<file path="config.mk">
export PLATFORM = sky130hd
export DESIGN_NAME = fifo_rd_ctrl
export DESIGN_NICKNAME = d
export VERILOG_FILES = /design/src/rtl/fifo_rd_ctrl.sv
export SDC_FILE = /design/constraint.sdc
export NUM_CORES = 1
export LEC_CHECK = 0
export CAP_MARGIN = 15
export CORE_MARGIN = 2
export CORE_UTILIZATION = 40
export DETAILED_ROUTE_END_ITERATION = 7
export PLACE_DENSITY = 0.65
export RECOVER_POWER = 100
export SYNTH_ARGS = -nofsm -noshare
export SYNTH_HDL_FRONTEND = slang
export SYNTH_SLANG_ARGS = --single-unit
</file>
<file path="constraint.sdc">
create_clock -name clk -period 2.6 [get_ports clk]
set_input_delay 0.78 -clock clk [delete_from_list [all_inputs] [get_ports clk]]
set_output_delay 0.78 -clock clk [all_outputs]
set_load 0.01 [all_outputs]
</file>
<file path="src/rtl/fifo_rd_ctrl.sv">
// fifo_rd_ctrl: read-domain controller of an asynchronous FIFO.
// Brings the write-side Gray pointer into the read clock domain and keeps
// the read pointer. It produces a registered empty flag and a registered
// fill level, and returns its own Gray pointer to the write side.
// Define FIFO_RD_ALMOST_EMPTY_EN to add the registered almost_empty output.
module fifo_rd_ctrl #(
  parameter int addr_size   = 4,
  parameter int sync_stages = 2,
  parameter int ae_thresh   = 2
) (
  input  logic                 clk,
  input  logic                 rst,
  input  logic                 rd_en,
  input  logic [addr_size:0]   wr_gray_async,
  output logic                 rd_valid,
  output logic [addr_size-1:0] rd_addr,
  output logic [addr_size:0]   rd_gray,
  output logic                 empty,
`ifdef FIFO_RD_ALMOST_EMPTY_EN
  output logic [addr_size:0]   level,
  output logic                 almost_empty
`else
  output logic [addr_size:0]   level
`endif
);

  localparam int PW = addr_size + 1;

  logic [addr_size:0] sync_q [sync_stages];
  logic [addr_size:0] wr_gray_s;
  logic [addr_size:0] wr_bin_s;
  logic [addr_size:0] rd_bin;
  logic [addr_size:0] rd_bin_nxt;
  logic [addr_size:0] rd_gray_nxt;
  logic [addr_size:0] level_nxt;

  // Plain flop chain with no logic between stages, so the Gray value settles cleanly
  always_ff @(posedge clk or negedge rst) begin
    if (!rst) begin
      for (int i = 0; i < sync_stages; i++) sync_q[i] <= '0;
    end else begin
      sync_q[0] <= wr_gray_async;
      for (int i = 1; i < sync_stages; i++) sync_q[i] <= sync_q[i-1];
    end
  end

  assign wr_gray_s = sync_q[sync_stages-1];

  // Gray to binary: bit i is the XOR of all Gray bits from the MSB down to bit i
  always_comb begin
    wr_bin_s = '0;
    for (int i = 0; i <= addr_size; i++) wr_bin_s[i] = ^(wr_gray_s >> i);
  end

  assign rd_valid    = rd_en & ~empty;
  assign rd_bin_nxt  = rd_bin + PW'(rd_valid);
  assign rd_gray_nxt = rd_bin_nxt ^ (rd_bin_nxt >> 1);
  assign level_nxt   = wr_bin_s - rd_bin_nxt;
  assign rd_addr     = rd_bin[addr_size-1:0];

  // Pointer, empty and level update. Empty is computed from the next pointer,
  // so a read that takes the last word closes the read window on the same edge.
  always_ff @(posedge clk or negedge rst) begin
    if (!rst) begin
      rd_bin  <= '0;
      rd_gray <= '0;
      empty   <= 1'b1;
      level   <= '0;
    end else begin
      rd_bin  <= rd_bin_nxt;
      rd_gray <= rd_gray_nxt;
      empty   <= (rd_gray_nxt == wr_gray_s);
      level   <= level_nxt;
    end
  end

`ifdef FIFO_RD_ALMOST_EMPTY_EN
  localparam logic [addr_size:0] AE_THRESH_W = ae_thresh[addr_size:0];

  // Almost-empty flag, registered together with level
  always_ff @(posedge clk or negedge rst) begin
    if (!rst) almost_empty <= 1'b1;
    else      almost_empty <= (level_nxt <= AE_THRESH_W);
  end
`endif

endmodule
</file>
# Yosys cells after proc, flatten, opt, wreduce, memory -nomap -nowiden
# Index checks and enable logic that the tools add are counted.
[word_totals] wordCells=17 ramBits=0 n_memories=0 in_bits=8 output_inout_bits=16 reg_bits=26 mem_bits_ro=0 latchBits=0
[classes] n_bitwise=3 div=0 mul=0 n_eq_ne=1 n_lt_le_gt_ge=0 add_sub_neg=2 reduce_logical=5 n_shift=0 muxes=0
[ops] op="5-bit parity" n=5
[ops] op="5-bit by 1-bit adder with 5-bit output" n=1
[ops] op="5-bit == test" n=1
[ops] op="5-bit subtractor" n=1
[ops] op="5-bit by 4-bit XOR with 5-bit output" n=1
[ops] op="1-bit AND" n=1
[ops] op="1-bit inverter" n=1

# Logic depth before layout (Yosys ltp)
# Gate-level depths: netlist (run 1).
[logic_depth] ltp_word=5 depth_mapped=10 ltp_nobuf=10

# Least setup slack after synthesis (run 1)
# OpenSTA, ideal clock, no wires.
[synth_timing] kind="in2reg" startpoint="in rd_en" endpoint="reg level[4]" slack_ns=-0.158 path_buffers=0 cell_stages=8 arrival_time_ns=2.631 cell_sequence="nor2b_1 > ha_1 > ha_1 > xnor2_1 > ha_1 > a21oi_1 > maj3_1 > xnor2_1"
[synth_via] elab_chain_len=3
[synth_rtl] element="from (decl)" line="13" rtl="input logic rd_en,"
[synth_rtl] element="1-bit AND" line="55" rtl="assign rd_valid = rd_en & ~empty;"
[synth_rtl] element="5-bit by 1-bit adder with 5-bit output" line="56" rtl="assign rd_bin_nxt = rd_bin + PW'(rd_valid);"
[synth_rtl] element="5-bit subtractor" line="58" rtl="assign level_nxt = wr_bin_s - rd_bin_nxt;"
[synth_rtl] element="net level_nxt[4]" line="35" rtl="logic [addr_size:0] level_nxt;"
[synth_rtl] element="to (signal assigned)" line="73" rtl="level <= level_nxt;"
[synth_rtl] element="to (decl)" line="23" rtl="output logic [addr_size:0] level"
# The timed path passes the listed nets, and every way through them passes these cells.

# Worst setup path in the final report (run 1)
[layout_timing] startpoint="reg sync_q, in the netlist wr_gray_s[4]" endpoint="reg level[4]"
[layout_via] elab_chain_len=2 word_cells_on_any_way=6
[layout_rtl] element="from (decl)" line="29" rtl="logic [addr_size:0] sync_q [sync_stages];"
[layout_rtl] element="5-bit parity" line="52" rtl="for (int i = 0; i <= addr_size; i++) wr_bin_s[i] = ^(wr_gray_s >> i);"
[layout_rtl] element="5-bit subtractor (*)" line="58"
[layout_rtl] element="net level_nxt[4]" line="35"
# The timed path passes the listed nets; every way through them passes the cells marked *.

==> metrics.cfg, run 1 <==
[status]
outcome=complete, no violations

[critical_path]
arrival_ns=2.78
critPathKind=flop to flop
crit_path_start_kind=flop
r2r-start=wr_gray_s[4]
reg2reg_depth=11
critPathMaxFanout=3
r2r-end=level[4]
crit_path_end_kind=flop
critical_path_required_ns=2.85
r2r_slack_ns=0.07

[yosys]
syn_avg_cell_area_sq_um=13.83
syn-cell-area_sq_um=1065
yosysSeqAreaShare=0.5887
synth_top_area_frac=0.5640
synth_area_leaders=dfrtp_1, xnor2_1, ha_1
synth_largest_area_cell=dfrtp_1
syn_inst=77
synth_nets=91
synthDistinctLibCells=24
synth_seq_cells=25
synth_warnings=0

[cts]
clk_pin_slew_ns=0.13
numCtsBuffers=3
clock_latency_ns=0.32
cts_tree=yes
clockRootBuffer=clkbuf_4
holdBufCountCts=0
htreeDepth=1
cts_sinks=25
cts_buffer_depth=2

[die]
die_h_um=55.60
chipWidth_um=55.60
coreArea_sq_um=2500
rows=18
dieArea_sq_um=3091
initial_core_util=0.4259
pin_count=24

[worst_hold_path]
hp-start=sync_q[7]
min_to=wr_gray_s[2]
min_path_cells=0
min_path_type=flop to flop

[global_routing]
use_met1=0.1697
grt_max_degree=26
top_usage_layer=met2
grt_overflow=0
grt_pass1_vias=727
grt_use_total=0.1414
met3_usage=0.03023
grt_pass1_wl_um=3312
antenna_found_initial=0
grtUsageMet2=0.2432

[sta]
max_slew_margin=0.1297
fin_skew_ns=0.006425
worst_pin_slew_ns=1.305
min_period_ns=2.533
setup_slack_ns=0.06718
fmax_mhz=394.8
period_share=0.9742
setup_violations=0
fin_hold_ws_ns=0.3620
hold_viol=0
report.final.slew_viol_count=0

[layout]
nets=138
synthToLayoutAreaGrowth_pct=46.65
drive_gt1_frac=0.2683
stdcell_area_sq_um=1562
diodes=0

[flow_run]
cap_violations=0

[pwr]
peakVddDrop_mv=0.8116
power-per-cell-area_nw_per_um2=1281
total_leakage_power_nw=0.6997

[routing]
antenna_left=0
via_per_inst=4.791
drt_iter0_drc=7
vias=733
wl_per_cell_um=13.29
totalWireLength_um=2034
drc_errors=0
drtPass1Iterations=4

[placed_design]
io_buffers=23
post-place-ws_ns=-0.3261
placed_area_sq_um=1460
globalplace.congestion=0.7430
hpwl_um=1459

==> critical path, cell delays in order, from the launching register on <==
cell,delay (ns)
dfrtp_1,0.43
xnor2_2,0.26
xnor2_2,0.17
xor2_1,0.17
buf_4,0.15
xnor2_2,0.10
ha_2,0.18
inv_1,0.06
fa_2,0.41
a21oi_2,0.17
maj3_2,0.22
xnor2_1,0.13
==> registers in the layout (all words and copies together) (netlist names) <==
register and flops:
wr_gray_s 5, empty 1, level 5, rd_gray 4
rd_bin 5, sync_q 5
==> logic make-up after synthesis <==
group           after synthesis  share of synthesized area
compound gates                9                    0.05993
buf+inv                       4                    0.01410
xor+xnor                     22                     0.1939
flops                        25                     0.5887
fa+ha+maj                     7                    0.08696
simple gates                  9                    0.04701
mux                           1                   0.009401
==> worst max-delay path by stage <==
stage | from | endpoint | cells past startpoint
2_1_floorplan | rd_en | level[4] | 8
3_3_place_gp | rd_en | level[4] | 9
3_5_place_dp | rd_en | level[4] | 9
4_1_cts | rd_en | level[4] | 9
5_1_grt | wr_gray_s[4] | level[4] | 11
6_report | wr_gray_s[4] | level[4] | 11
==> layout by cell type (no fill, tap or decap) <==
master / synthesis / routed
a31oi_1: 1 / 1
o21a_1: 1 / 1
clkdlybuf4s50_1: 0 / 1
ha_1: 5 / 1
dfrtp_1: 24 / 24
xnor2_2: 0 / 4
dlygate4sd3_1: 0 / 21
xnor3_1: 1 / 1
mux2i_1: 1 / 1
nand2_1: 1 / 1
nor2_1: 2 / 2
or3_1: 1 / 1
a21o_1: 1 / 1
nand3_1: 2 / 2
ha_2: 0 / 2
ha_4: 0 / 2
a21oi_2: 0 / 1
dfstp_2: 1 / 1
clkinv_2: 0 / 1
buf_4: 0 / 12
xor2_1: 7 / 7
nor2b_4: 0 / 1
clkbuf_1: 0 / 4
and2_1: 1 / 1
a21boi_0: 2 / 2
a21oi_1: 2 / 1
xnor2_1: 14 / 10
maj3_2: 0 / 1
inv_1: 4 / 4
fa_2: 0 / 1
clkbuf_4: 0 / 6
o21ai_0: 1 / 1
and4b_1: 1 / 1
a211oi_2: 1 / 1
dlygate4sd2_1: 0 / 1
==> metal layers <==
layer	wire length, um	part of all wire	up-vias
met5	0	0	-
met4	46	0.023	0
met3	112	0.055	5
met2	1060	0.52	24
met1	815	0.40	358
li1	-	-	346
==> power breakdown <==
group | total (W) | internal, W | switching, W
sequential | 0.000625 | 0.000530 | 0.0000953
combinational | 0.00120 | 0.000669 | 0.000535
clock | 0.000172 | 0.0000578 | 0.000114
total | 0.00200 | 0.00126 | 0.000744
==> cell type report <==
cell class                 instances  area (sq um)
clock inverter                     1         5.005
clock buffer                       3         22.52
sequential                        25         626.9
fill                             200         938.4
timing repair buffer              42         356.6
multi-input combinational         48         498.0
tap                               30         37.54
inverter                           4         15.01
==> metrics by stage <==
stage,utilization,setup TNS (ns),cells,power (W)
floorplan,-,0,77,0.001263
CTS,0.5991,0,149,0.002013
global route,0.6246,-0.01311,153,0.002169
global placement,0.5841,-0.9365,145,0.001770
finish,0.6246,0,153,0.002001
detailed placement,0.5841,-1.185,145,0.001815
==> synthesized netlist by cell type (all sizes together) <==
library cell and number:
nor2b 1, a21boi 2, nand2 1, xnor2 14, and2 1, xor2 7
dfrtp 24, inv 4, dfstp 1, or3 1, xnor3 1, maj3 1
and4b 1, ha 5, o21ai 1, a31oi 1, mux2i 1, a21oi 2
o21a 1, a21o 1, fa 1, nor2 2, a211oi 1, nand3 2
==> timing repair <==
item	in CTS	in global routing
resized for setup	3	8
pin swaps	0	6
setup buffers	0	4
setup endpoints to repair	2	2
hold endpoints to repair	0	0
No activity file was read; power rests on OpenSTA's default activity.
==> run 2: changes to the inputs <==
--- a/config.mk
+++ b/config.mk
@@ -7,9 +7,9 @@
 export LEC_CHECK = 0
 export CAP_MARGIN = 15
 export CORE_MARGIN = 2
-export CORE_UTILIZATION = 40
+export CORE_UTILIZATION = 35
 export DETAILED_ROUTE_END_ITERATION = 7
-export PLACE_DENSITY = 0.65
+export PLACE_DENSITY = 0.58
 export RECOVER_POWER = 100
 export SYNTH_ARGS = -nofsm -noshare
 export SYNTH_HDL_FRONTEND = slang
==> metrics.cfg, run 2 (synthesis gave the netlist of run 1 again) <==
[layout]
synthToLayoutAreaGrowth_pct=41.01
final_common_cell=dfrtp_1
nets=133
stdcell_area_sq_um=1501
layout_common_cells=dfrtp_1, dlygate4sd3_1, xnor2_1
fillCellCount=280
drive_gt1_frac=0.1780
instances_no_fill=151
diodes=0

[routing]
drtPass1Iterations=2
via_per_inst=4.556
wl_per_cell_um=11.84
antenna_left=0
drt_iter0_drc=1
totalWireLength_um=1788
vias=688
drc_errors=0

[global_routing]
grt_pass1_vias=716
antenna_found_initial=0
grt_pass1_wl_um=3180
grt_max_degree=26
grt_use_total=0.1205
grt_overflow=0

[critical_path]
crit_path_start_kind=input pin
endpoint=rd_valid
r2r-start=wr_gray_s[3]
reg2reg_depth=11
arrival_ns=1.69
critPathKind=input pin to output port
crit_path_end_kind=output port
critical_path_required_ns=1.82
critPathMaxFanout=2
r2r-end=level[4]
timing.critical_path.from=rd_en
r2r_slack_ns=0.19

[sta]
fin_skew_ns=0.001980
rsz0062_at_grt=false
period_share=0.9506
min_period_ns=2.472
report.final.slew_viol_count=0
worst_pin_slew_ns=1.312
hold_viol=0
setup_violations=0
max_slew_margin=0.1254
fmax_mhz=404.6
setup_slack_ns=0.1284

[die]
coreArea_sq_um=2978
initial_core_util=0.3576
chipWidth_um=59.16
die_h_um=59.16
dieArea_sq_um=3499
rows=20
pin_count=24

[placed_design]
io_buffers=23
post-place-ws_ns=-0.2798
place_inst=147
globalplace.congestion=0.7093
placed_area_sq_um=1456
hpwl_um=1297

[pwr]
peakVddDrop_mv=0.6543
total_leakage_power_nw=0.6650
power-per-cell-area_nw_per_um2=1252

[cts]
clock_latency_ns=0.31
htreeDepth=1
numCtsBuffers=3
clk_pin_slew_ns=0.13
cts_buffer_depth=2
cts_sinks=25
cts_tree=yes
clockRootBuffer=clkbuf_4

[status]
outcome=complete, no violations

[flow_run]
cap_violations=0

[worst_hold_path]
min_path_type=flop to flop

-- run 2: critical path: stages --
cell	delay, ns
clkdlybuf4s50_1	0.44
nor2b_2	0.18
dlygate4sd2_1	0.28
-- run 2: how the worst min path moves through the flow --
stage / start / end / cells past startpoint
after floorplan: sync_q[5] / wr_gray_s[0] / 0
after detailed placement: sync_q[7] / wr_gray_s[2] / 0
after global routing: sync_q[6] / wr_gray_s[1] / 0
after CTS: sync_q[6] / wr_gray_s[1] / 0
after global placement: sync_q[7] / wr_gray_s[2] / 0
final: sync_q[7] / wr_gray_s[2] / 0
-- run 2: area by class of cell --
| cell class | count | area, sq um | share of cell area |
|---|---|---|---|
| Tap cell | 33 | 41.29 | 0.02750 |
| Sequential cell | 25 | 626.9 | 0.4175 |
| Clock buffer | 4 | 26.28 | 0.01750 |
| Inverter | 4 | 15.01 | 0.01000 |
| Multi-Input combinational cell | 48 | 473.0 | 0.3150 |
| Timing Repair Buffer | 37 | 319.1 | 0.2125 |
-- run 2: metrics by stage --
| stage | utilization | power (W) | hold WS (ns) | setup TNS, ns |
|---|---|---|---|---|
| global placement | 0.4891 | 0.001760 | 0.3311 | -0.9865 |
| floorplan | - | 0.001263 | 0.3312 | 0 |
| detailed placement | 0.4891 | 0.001769 | 0.3358 | -1.033 |
| global route | 0.5042 | 0.002056 | 0.3837 | 0 |
| CTS | 0.4975 | 0.001951 | 0.3643 | 0 |
| finish | 0.5042 | 0.001880 | 0.3621 | 0 |
-- run 2: repair_timing --
item | 4_1_cts | 5_1_grt
gates resized for setup | 1 | 4
setup endpoints to repair | 1 | 2
hold buffers | 0 | 0
setup buffers | 0 | 0
-- run 2: metal layers --
| layer | share of wire | vias to the layer above | global-route usage |
|---|---|---|---|
| met5 | 0 | - | 0 |
| met4 | 0 | 0 | 0.02922 |
| met3 | 0.029 | 0 | 0.03275 |
| met2 | 0.51 | 16 | 0.1952 |
| met1 | 0.46 | 336 | 0.1612 |
| li1 | - | 336 | - |
-- run 2: power breakdown --
group / switching, W / internal [W] / leakage [nW]
Sequential: 0.0000991 / 0.000530 / 0.291
Clock: 0.000111 / 0.0000599 / 0.0150
Combinational: 0.000474 / 0.000606 / 0.359
Total: 0.000684 / 0.00120 / 0.665
